## src/rtl/drive_sink_fifo.sv

```systemverilog
// Sink stage after the mutex merge: stores drive/data words in a FIFO and acknowledges with free.
// 1-cycle write-to-head latency; while full, a drive is parked in a hold register and free is withheld until a pop.
module drive_sink_fifo #(
  parameter int DATA_WIDTH = 128,
  parameter int DEPTH      = 4,
  parameter int CNT_W      = $clog2(DEPTH) + 1
) (
  input  logic                  clk,
  input  logic                  rst,
  input  logic                  i_drive,
  input  logic [DATA_WIDTH-1:0] i_data,
  output logic                  o_free,
  output logic                  o_valid,
  output logic [DATA_WIDTH-1:0] o_data,
  input  logic                  i_ready,
  output logic [CNT_W-1:0]      o_count,
  output logic                  o_err
);

  localparam int PTR_W = $clog2(DEPTH);

  typedef enum logic {IDLE, PEND} state_t;

  logic [DATA_WIDTH-1:0] mem [DEPTH];
  logic [PTR_W-1:0]      wr_ptr, rd_ptr;
  logic [CNT_W-1:0]      count;
  logic [DATA_WIDTH-1:0] hold;
  state_t                state;
  logic                  free_q;
  logic                  err_q;

  logic                  full, empty, pop;
  logic                  drive_bad, go_pend, wr_en;
  logic [DATA_WIDTH-1:0] wr_data;

  assign full  = (count == CNT_W'(DEPTH));
  assign empty = (count == '0);
  assign pop   = !empty && i_ready;

  // A drive arriving while a word is parked, or while free is still being returned, breaks the handshake.
  always_comb begin
    drive_bad = i_drive && (state == PEND || free_q);
    go_pend   = 1'b0;
    wr_en     = 1'b0;
    wr_data   = i_data;
    if (state == PEND) begin
      if (pop) begin
        wr_en   = 1'b1;
        wr_data = hold;
      end
    end else if (i_drive && !free_q) begin
      if (!full || pop) wr_en   = 1'b1;
      else              go_pend = 1'b1;
    end
  end

  always_ff @(posedge clk) begin
    if (wr_en) mem[wr_ptr] <= wr_data;
  end

  always_ff @(posedge clk or negedge rst) begin
    if (!rst) begin
      state  <= IDLE;
      hold   <= '0;
      free_q <= 1'b0;
      err_q  <= 1'b0;
      count  <= '0;
      wr_ptr <= '0;
      rd_ptr <= '0;
    end else begin
      free_q <= wr_en;
      if (drive_bad) err_q <= 1'b1;
      if (go_pend) begin
        hold  <= i_data;
        state <= PEND;
      end else if (state == PEND && pop) begin
        state <= IDLE;
      end
      if (wr_en) wr_ptr <= wr_ptr + PTR_W'(1);
      if (pop)   rd_ptr <= rd_ptr + PTR_W'(1);
      case ({wr_en, pop})
        2'b10:   count <= count + CNT_W'(1);
        2'b01:   count <= count - CNT_W'(1);
        default: count <= count;
      endcase
    end
  end

  // Empty slots may hold stale words, so the head is masked rather than the array reset.
  assign o_data  = empty ? '0 : mem[rd_ptr];
  assign o_valid = !empty;
  assign o_free  = free_q;
  assign o_count = count;
  assign o_err   = err_q;

endmodule

```

## config.mk

```make
export PLATFORM = sky130hd
export DESIGN_NAME = drive_sink_fifo
export DESIGN_NICKNAME = d
export VERILOG_FILES = /design/src/rtl/drive_sink_fifo.sv
export SDC_FILE = /design/constraint.sdc
export NUM_CORES = 1
export LEC_CHECK = 0
export BUFFER_PORTS_ARGS = -buffer_cell sky130_fd_sc_hd__clkbuf_2
export CORE_MARGIN = 2
export CORE_UTILIZATION = 30
export CTS_BUF_LIST = sky130_fd_sc_hd__clkbuf_8
export CTS_CLUSTER_DIAMETER = 200
export DETAILED_ROUTE_END_ITERATION = 10
export PLACE_DENSITY = 0.45
export SKIP_CTS_REPAIR_TIMING = 1
export SLEW_MARGIN = 20
export SYNTH_ARGS = -nofsm -noshare
export SYNTH_HDL_FRONTEND = slang
export SYNTH_SLANG_ARGS = --single-unit
```

## constraint.sdc

```tcl
create_clock -name clk -period 9.8 [get_ports clk]
set_clock_uncertainty 0.2 [all_clocks]
set_input_delay 1.96 -clock clk [delete_from_list [all_inputs] [get_ports clk]]
set_output_delay 1.96 -clock clk [all_outputs]
set_load 0.01 [all_outputs]
```

Word level (Yosys, flattened, before mapping)
Memories as Yosys holds them, arrays and structs flattened.
Index checks and enable logic that the tools add are counted.
Cells by class
  $add $sub $neg: 4
  eq/ne operators: 3
  mux-type cells: 15
  reduce and logical (&&, ||, !) cells: 12
Operator list (number)
  128-bit two-way mux: 3
  1-bit two-way mux: 11
  3-bit case mux with 2 select lines: 1
  2-bit by 1-bit adder with 2-bit output (second input constant): 2
  1-bit logical AND: 4
  2-bit nonzero test: 2
  3-bit by 1-bit adder with 3-bit output (second input constant): 1
  3-bit == test (second input constant): 1
  1-bit zero test: 3
  3-bit zero test: 1
  3-bit by 1-bit subtractor with 3-bit output (second input constant): 1
  2-bit by 1-bit == test with 1-bit output (second input constant): 1
  2-bit == test (second input constant): 1
  1-bit logical OR: 2
Word-level totals
  register bits: 138
  RAM bits: 512
  input bits: 132
  logic and storage cells: 42
  memories kept: 1
Memory list
  mem: words 4, bits a word 128, rd ports 1, clocked after Yosys merged registers in 0, write ports 1, RTL line 24  | logic [DATA_WIDTH-1:0] mem [DEPTH];

Depth between registers and ports, before layout
Gate-level depths: netlist (run 1).
  depth in word-level cells: 9
  gate-level depth with buffers: 10
  gate-level depth less buffers: 9

Worst setup path after synthesis (run 1)
No wires, ideal clock.
  path type: input-to-reg
  from: input port i_drive
  to: memory mem[0][0], enable pin
  library setup time: 633 ps
  arrival: 8123 ps
  setup slack: 844 ps
  stages: 4
  cells stage by stage: nand2b_1 -> o31a_1 -> buf_2 -> nor2b_1
Between the ends
  longest elaborated chain between the ends: 5
Ends and longest elaborated chain
  start: declaration: RTL line 10  | input logic i_drive,
  1-bit logical AND: RTL line 51  | end else if (i_drive && !free_q) begin
  1-bit two-way mux: RTL line 51
  1-bit two-way mux: RTL line 46  | if (state == PEND) begin
  1-bit two-way mux: RTL line 58  | if (wr_en) mem[wr_ptr] <= wr_data;
  1-bit two-way mux (not written as such): RTL line 58
  end: declaration: RTL line 24
Every way passes these cells.

Final worst setup path (run 1)
  from: register rd_ptr[0]
  to: output port o_data[125]
Between the ends
  longest elaborated chain between the ends: 2
Ends and longest elaborated chain
  start: declaration: RTL line 25  | logic [PTR_W-1:0] wr_ptr, rd_ptr;
  start signal: assignment: RTL line 80  | if (pop) rd_ptr <= rd_ptr + PTR_W'(1);
  memory 4 x 128 bit
  128-bit two-way mux: RTL line 90  | assign o_data = empty ? '0 : mem[rd_ptr];
  end: declaration: RTL line 14  | output logic [DATA_WIDTH-1:0] o_data,
Every way passes these cells.

==> results of run 1 <==
-- worst register-to-register path, stage by stage (launching register included) --
cell and delay (ns):
dfrtp_1 0.52, o311ai_4 0.14, buf_12 0.30, o31a_1 0.41
nor2b_4 0.82, buf_4 0.86
-- final cells by class --
| class | instances | area (um2) | share of cell area, % |
|---|---|---|---|
| Inverter | 8 | 30.0 | 0.0955 |
| Timing Repair Buffer | 282 | 1510 | 4.80 |
| Tap cell | 1165 | 1460 | 4.64 |
| Clock inverter | 77 | 444 | 1.41 |
| Multi-Input combinational cell | 542 | 7280 | 23.2 |
| Sequential cell | 650 | 18800 | 59.9 |
| Clock buffer | 137 | 1890 | 6.00 |
-- synthesized netlist by cell type, types with 2 or more instances --
cell type,n
buf_1,7
inv_1,8
dfrtp_1,138
buf_6,3
and2_1,128
mux2_2,137
mux2_1,20
xnor2_1,4
edfxtp_1,512
nor2b_1,4
ha_1,5
clkbuf_1,19
nand2b_1,2
mux2_4,100
xor2_1,2
buf_4,12
buf_2,20
buf_12,11
mux4_2,128
-- state kept, by name, summed over array words and instances (netlist names) --
| signal | cells |
|---|---|
| hold | 128 |
| o_free | 1 |
| mem | 512 |
| rd_ptr | 2 |
| wr_ptr | 2 |
| o_err | 1 |
| state | 1 |
| o_count | 3 |
-- per-stage QoR --
stage               instances  utilization [%]  power [W]  setup WS [ns]
floorplan                1272                -    0.00614          0.844
global placement         2647             33.0    0.00727           4.26
detailed placement       2647             33.0    0.00731           4.31
CTS                      2861             35.6    0.00985           3.80
global route             2861             35.6     0.0102           3.71
finish                   2861             35.6    0.00958           4.09
-- power groups by stage --
stage | registers, W | logic, W | clock network (W)
after floorplan | 0.00405 | 0.00209 | 0
after global placement | 0.00409 | 0.00319 | 0
after detailed placement | 0.00411 | 0.00319 | 0
after CTS | 0.00407 | 0.00321 | 0.00258
after global routing | 0.00413 | 0.00335 | 0.00269
final | 0.00405 | 0.00306 | 0.00247
-- per-layer routing --
layer  global-route usage (%)  up-vias  wire, um
met5                        0        -        23
met1                     17.7     6801     26600
met4                     3.90        4      1360
met2                     23.5      304     31300
li1                         -     5696         -
met3                     3.15      100      3130
-- logic make-up (layout without fill, tap and decap cells) --
kind of cell | Yosys count | count (layout)
compound gates | 4 | 4
xor+xnor | 6 | 6
fa+ha+maj | 6 | 6
buf+inv | 80 | 504
flops | 650 | 650
mux | 386 | 386
simple gates | 140 | 140
-- worst max-delay path by stage --
stage,endpoint,slack (ns),cells after the start
6_report,o_data[125],4.09,4
5_1_grt,o_data[125],3.71,4
4_1_cts,o_data[5],3.80,4
3_5_place_dp,mem[0][70],4.31,6
3_3_place_gp,mem[0][70],4.26,6
2_1_floorplan,mem[0][0],0.84,4
==> results.yml, run 1 <==
placed_design:
  port_buffers: 265
  routabilityCongestion: 0.672
  dp.final_hpwl_um: 34900
  placed_area_um2: 29100
logic_synthesis:
  synth.top_cell.area_share_pct: 57.7
  synthMuxAreaShare_pct: 23.1
  ys_seq_elements: 650
  yosys.area_share.adder_pct: 0.310
  ys_seq_area_share_pct: 70.7
  synth_simple_gate_area_share_pct: 3.38
  synth_top_family_by_area: "multiplexers"
  synthArstFlopShare_pct: 21.2
  ys_warn_count: 0
  synth_area_leaders: "edfxtp_1 (58%), dfrtp_1 (13%), mux4_2 (11%)"
  yosys.area.top_type: "edfxtp_1"
  synthCells: 1272
  synthFlopType: "edfxtp_1"
  syn_area_um2: 26600
  syn_avg_cell_area_um2: 20.9
  synth-edff-count: 512
  synthDistinctLibCells: 31
  synth_xor_area_share_pct: 0.197
  synthesis.nets: 1410
  synth-compound-area-share_pct: 0.122
die:
  dieArea_um2: 91200
  die_w_um: 302
  num_rows: 109
  initial_core_util_pct: 30.2
  design.core.area_um2: 88200
  io_pins: 266
  fp.dieH_um: 302
layout:
  finish.net_count: 1734
  drive_gt1_share_pct: 48.1
  final_cell_mix: "edfxtp_1 (512), clkbuf_2 (264), mux2_2 (137), clkbuf_8 (137), dfrtp_1 (136)"
  stdcell_area_um2: 31400
  final_common_cell: "edfxtp_1"
  syn_to_final_growth_pct: 18.1
  fillers: 8348
  n_antenna_cell: 0
min_path:
  worstHoldEndpoint: "o_err"
  hold_depth: 1
  hp-start: "o_err"
  hp-class: "flop to flop"
sta:
  slew_violations: 0
  fmax_ghz: 0.175
  min_period_ns: 5.71
  worstMarginPinSlew_ns: 1.06
  period_share_pct: 58.3
  rsz0062_at_grt: "false"
  hold_viol_final: 0
  max_slew_margin_pct: 29.6
  fin_tns_setup_ns: 0
  final-setup-viol-count: 0
  holdWs_ns: 0.278
routing:
  wl_per_cell_um: 21.8
  wl_um: 62500
  num_vias: 12900
  drc_errors: 0
  first_pass_iters: 4
  vias_per_cell: 4.51
  drtAntennaViolNets: 0
  first_iter_violations: 633
clock_network:
  clock-sinks: 650
  cts_tree: "yes"
  clockRootBuffer: "clkbuf_8"
  clock_latency_ns: 0.69
  clk_pin_slew_ns: 0.06
  max-clock-path-buffers: 3
  cts.htree.levels: 3
  cts_inserted_buffers: 112
pwr:
  switching_share_pct: 30.9
  leakagePower_nw: 11.6
  pwr-share-seq_pct: 42.3
  p_sw_w: 0.00296
  p_int_w: 0.00661
  power_density_nw_per_um2: 305
  p_clk_share_pct: 25.8
  pwr-share-comb_pct: 31.9
  vdd_drop_max_mv: 0.182
worst_setup_path:
  r2r_slack_ns: 6.11
  critical_path_required_ns: 7.64
  startpoint_type: "flop"
  crit_path_start: "rd_ptr[0]"
  ff2ff_path_depth: 5
  crit_buf_inv: 2
  crit_type: "flop to output port"
  worstPathMaxFanout: 42
  crit_path_top_delay_cell: "dfrtp_4"
  r2r-end: "mem[0][79]"
  critical_path.top_delay_family: "buffers and inverters"
  critPathMaxStageDelay_ns: 0.97
  crit_chain: "buf_4 > mux4_2 > and2_1 > clkbuf_2"
  r2r-start: "o_count[0]"
  end_kind: "output port"
  cp.arrival_ns: 3.55
grt:
  grt_max_degree: 130
  antenna_found_initial: 2
  grt_overflow: 0
  grt_first_pass_wirelength_um: 92900
  track_usage_pct: 13.8
  grt_pass1_vias: 14400
run:
  maxCapViolations: 0
outcome:
  outcome: "finished, final reports clean"
(Power assumes the default switching activity.)
==> run 2: changes to the inputs <==
Settings changed: PLACE_DENSITY 0.45 to 0.47.
Clock period 9.8 ns to 4.7 ns, I/O delays scaled along.
==> run 2 against run 1 <==
Effect of this change:
- global-route usage shrank 0.23 points
- die area is the same
- worst setup slack lost 3.4 ns
- design area grew 0.87%
- register-to-register slack lost 4.3 ns
- first-iteration DRC count shrank 15%
- hold slack lost 0.20 ns
- sequential share of layout area shrank 0.51 points
- combinational power grew 110%
- wire length shrank 1.2%
- clock power grew 110%
==> results.yml, run 2 (synthesis results as in run 1) <==
grt:
  grt_pass1_vias: 14600
  grt_overflow: 0
  grt_first_pass_wirelength_um: 91800
  grt_max_degree: 129
  track_usage_pct: 13.6
  antenna_found_initial: 6
clock_network:
  cts_inserted_buffers: 112
  clk_pin_slew_ns: 0.06
  cts_tree: "yes"
  clock-sinks: 650
  cts.htree.levels: 3
  max-clock-path-buffers: 3
  clockRootBuffer: "clkbuf_8"
  clock_latency_ns: 0.70
worst_setup_path:
  critical_path_required_ns: 3.56
  crit_path_top_delay_cell: "dfrtp_4"
  cp.arrival_ns: 2.85
  crit_path_start: "rd_ptr[0]"
  crit_chain: "buf_4 > mux4_2 > and2_1 > clkbuf_2"
  r2r-start: "o_count[0]"
  worstPathMaxFanout: 27
  crit_buf_inv: 2
  crit_type: "flop to output port"
  end_kind: "output port"
  startpoint_type: "flop"
  critPathMaxStageDelay_ns: 0.88
  critical_path.top_delay_family: "flip-flops"
layout:
  stdcell_count: 2874
  final_cell_mix: "edfxtp_1 (512), clkbuf_2 (264), mux2_2 (137)"
  fillers: 8319
  final_common_cell: "edfxtp_1"
  multi_input_area_um2: 7280
  finish.net_count: 1745
  seq_area_um2: 18800
  stdcell_area_um2: 31700
  syn_to_final_growth_pct: 19.1
  drive_gt1_share_pct: 48.3
  largest_reg_flops: 512
  top_register: "mem"
pwr:
  pwr-share-comb_pct: 32.2
  p_int_w: 0.0139
  p_clk_share_pct: 25.8
  power_density_nw_per_um2: 633
  leakagePower_nw: 11.7
  p_sw_w: 0.00618
  vdd_drop_max_mv: 0.275
  pwr-share-seq_pct: 42.0
  switching_share_pct: 30.8
run:
  maxCapViolations: 0
placed_design:
  dp.final_hpwl_um: 33800
  port_buffers: 265
  routabilityCongestion: 0.664
  dp.cells: 2658
  placed_area_um2: 29400
min_path:
  hp-class: "input pin to async pin"
die:
  initial_core_util_pct: 30.2
  fp.dieH_um: 302
  die_w_um: 302
  num_rows: 109
  dieArea_um2: 91200
  io_pins: 266
  design.core.area_um2: 88200
routing:
  num_vias: 13000
  first_pass_iters: 4
  drc_errors: 0
  vias_per_cell: 4.51
  wl_per_cell_um: 21.5
  first_iter_violations: 537
  wl_um: 61700
  drtAntennaViolNets: 0
sta:
  rsz0062_at_grt: "false"
  period_share_pct: 84.9
  hold_viol_final: 0
  worstMarginPinSlew_ns: 0.939
  min_period_ns: 3.99
  fin_tns_setup_ns: 0
  max_slew_margin_pct: 37.4
  slew_violations: 0
  holdWs_ns: 0.0809
  fmax_ghz: 0.251
  final-setup-viol-count: 0
outcome:
  outcome: "finished, final reports clean"
-- run 2: cell count changes in the layout (fill, tap and decap cells not counted), sizes merged --
cell      delta
clkinv      +17
diode        +2
clkbuf       -7
inv          -8
clkinvlp     -3
buf         +11
bufinv       +1
-- run 2: layout make-up --
type	count	share of cell area, %
Antenna cell	2	0.0158
Clock buffer	130	5.64
Clock inverter	84	1.66
Inverter	8	0.0947
Multi-Input combinational cell	542	23.0
Sequential cell	650	59.4
Tap cell	1165	4.60
Timing Repair Buffer	293	5.65
-- run 2: power groups by stage --
| stage | sequential, W | clock (W) | combinational (W) |
|---|---|---|---|
| after floorplan | 0.00835 | 0 | 0.00435 |
| final | 0.00843 | 0.00518 | 0.00645 |
| after CTS | 0.00846 | 0.00540 | 0.00672 |
| after detailed placement | 0.00857 | 0 | 0.00669 |
| after global placement | 0.00850 | 0 | 0.00666 |
| after global routing | 0.00860 | 0.00564 | 0.00705 |
-- run 2: stage by stage --
| step | utilization (%) | setup slack, ns | total power (W) |
|---|---|---|---|
| detailed placement | 33.3 | 1.29 | 0.0153 |
| CTS | 35.9 | 0.534 | 0.0206 |
| floorplan | - | -0.733 | 0.0127 |
| global placement | 33.3 | 1.31 | 0.0152 |
| finish | 35.9 | 0.710 | 0.0201 |
| global route | 35.9 | 0.440 | 0.0213 |
-- run 2: final timing paths --
kind                                to  slack [ns]  cells past startpoint
hold reg to reg                  o_err        0.27                      1
hold / removal               hold[113]        0.08                      1
setup / recovery           o_data[124]        0.71                      4
max in group asynchronous    rd_ptr[1]        3.31                      2
min in group clk                 o_err        0.27                      1
setup reg to reg            o_count[2]        1.83                      8
-- run 2: layer usage --
metal  vias up  GRT usage, %  share of wire (%)
met3       104          3.16                4.5
met4        10          3.98                2.4
met1      6826          17.0                 43
met5         -             0               0.11
met2       301          23.4                 50
li1       5722             -                  -
==> run 3: changes to the inputs <==
Clock period 4.7 ns to 3.5 ns, I/O delays scaled along.
==> run 3 against run 2 <==
Effect of this change:
- hold slack lost 0.020 ns
- first-iteration DRC count is 3.5% higher
- sequential power up 33%
- sequential share of layout area decreased by 2.8 points
- register-to-register slack worse by 0.90 ns
- cell count up 5.6%
- global-route usage is 0.31 points higher
- die area stayed put
- total power grew 37%
- combinational power increased by 48%
- flip-flop and latch count is the same
- utilization up 1.8 points
==> results.yml, run 3 (synthesis results as in run 1) <==
grt:
  grt_first_pass_wirelength_um: 93100
  track_usage_pct: 13.9
  antenna_found_initial: 6
  grt_pass1_vias: 14700
  grt_max_degree: 71
  grt_overflow: 0
worst_setup_path:
  crit_path_top_delay_cell: "dfrtp_4"
  critPathMaxStageDelay_ns: 0.51
  worstPathMaxFanout: 12
  cpMostUsedCell: "buf_12"
  end_kind: "output port"
  crit_type: "flop to output port"
  cp.arrival_ns: 2.50
  startpoint_type: "flop"
  ff2ff_path_depth: 10
  crit_chain: "buf_12 > buf_12 > mux4_2 > and2_1 > clkbuf_2"
  critical_path_required_ns: 2.60
clock_network:
  cts.htree.levels: 3
  clock-sinks: 650
  clk_pin_slew_ns: 0.06
  max-clock-path-buffers: 3
  clock_latency_ns: 0.73
  cts_tree: "yes"
  cts_inserted_buffers: 114
  clockRootBuffer: "clkbuf_8"
layout:
  finish.net_count: 1903
  final_cell_mix: "edfxtp_1 (512), clkbuf_2 (265), mux2_2 (137)"
  final_common_cell: "edfxtp_1"
  seq_area_um2: 18800
  stdcell_area_um2: 33300
  syn_to_final_growth_pct: 25.1
  top_register: "mem"
  stdcell_count: 3035
  fillers: 8159
  multi_input_area_um2: 7360
  drive_gt1_share_pct: 47.5
  largest_reg_flops: 512
routing:
  first_iter_violations: 556
  drtAntennaViolNets: 0
  wl_per_cell_um: 21.0
  first_pass_iters: 6
  num_vias: 13700
  vias_per_cell: 4.53
  drc_errors: 0
  wl_um: 63700
sta:
  final-setup-viol-count: 0
  slew_violations: 0
  worstMarginPinSlew_ns: 0.759
  fin_tns_setup_ns: 0
  fmax_ghz: 0.294
  max_slew_margin_pct: 49.4
  min_period_ns: 3.40
  rsz0062_at_grt: "true"
  period_share_pct: 97.3
  hold_viol_final: 0
  setup_slack_ns: 0.0962
die:
  design.core.area_um2: 88200
  die_w_um: 302
  io_pins: 266
  initial_core_util_pct: 30.2
  dieArea_um2: 91200
  num_rows: 109
  fp.dieH_um: 302
pwr:
  leakagePower_nw: 12.4
  power_density_nw_per_um2: 827
  vdd_drop_max_mv: 0.334
  finalPower_w: 0.0275
placed_design:
  dp.cells: 2670
  routabilityCongestion: 0.685
  dp.final_hpwl_um: 35400
  placed_area_um2: 29600
  place_ws_ns: 0.599
  port_buffers: 265
run:
  maxCapViolations: 0
outcome:
  outcome: "finished, final reports clean"
min_path:
  hp-class: "input pin to flop"
  hold_depth: 3
## run 3: changes by cell type in the layout (fill, tap and decap cells not counted), sizes merged
| cell | change |
|---|---|
| buf | +30 |
| dlygate4sd3 | +125 |
| clkbuf | +5 |
| clkinv | +3 |
| inv | -3 |
| bufinv | -3 |
| diode | +4 |
## run 3: metal layers
| layer | GRT usage (%) | share of wire (%) | vias to the layer above |
|---|---|---|---|
| met3 | 3.63 | 4.5 | 98 |
| met5 | 0 | 0.020 | - |
| met4 | 4.11 | 2.0 | 2 |
| met1 | 17.2 | 43 | 7274 |
| li1 | - | - | 6054 |
| met2 | 23.8 | 51 | 318 |
## run 3: metrics by stage
step | hold slack, ns | utilization, %
6_report | 0.0610 | 37.8
3_3_place_gp | 0.250 | 33.5
2_1_floorplan | 0.204 | -
4_1_cts | -0.285 | 36.1
3_5_place_dp | 0.254 | 33.5
5_1_grt | -0.00000855 | 37.8
## run 3: final cells by class
cell class / instances / area share (%)
multi-input combinational: 542 / 22.1
timing repair buffer: 449 / 10.1
clock inverter: 81 / 1.22
sequential: 650 / 56.5
antenna: 6 / 0.0451
tap: 1165 / 4.38
inverter: 8 / 0.0901
clock buffer: 134 / 5.54
## run 3: path summary, 6_finish.rpt
check	from	end	slack, ns
max reg2reg	o_count[0]	o_count[2]	0.93
max in group asynchronous	rst	rd_ptr[0]	1.78
min reg2reg	o_err	o_err	0.27
min	i_drive	o_err	0.06
min in group asynchronous	rst	hold[110]	0.35
max	rd_ptr[0]	o_data[1]	0.1
## run 3: power by group
group / switching, W / total (W) / internal [W] / leakage, nW
sequential: 0.000706 / 0.0112 / 0.0105 / 6.39
combinational: 0.00464 / 0.00956 / 0.00492 / 4.74
clock: 0.00314 / 0.00677 / 0.00363 / 1.30
## run 3: critical path, delay by kind of cell, from the launching register on
| kind | cells | cell delay (ns) |
|---|---|---|
| DFF | 1 | 0.51 |
| muxes | 1 | 0.51 |
| buffers and inverters | 3 | 0.51 |
| and+or+nand+nor | 1 | 0.21 |
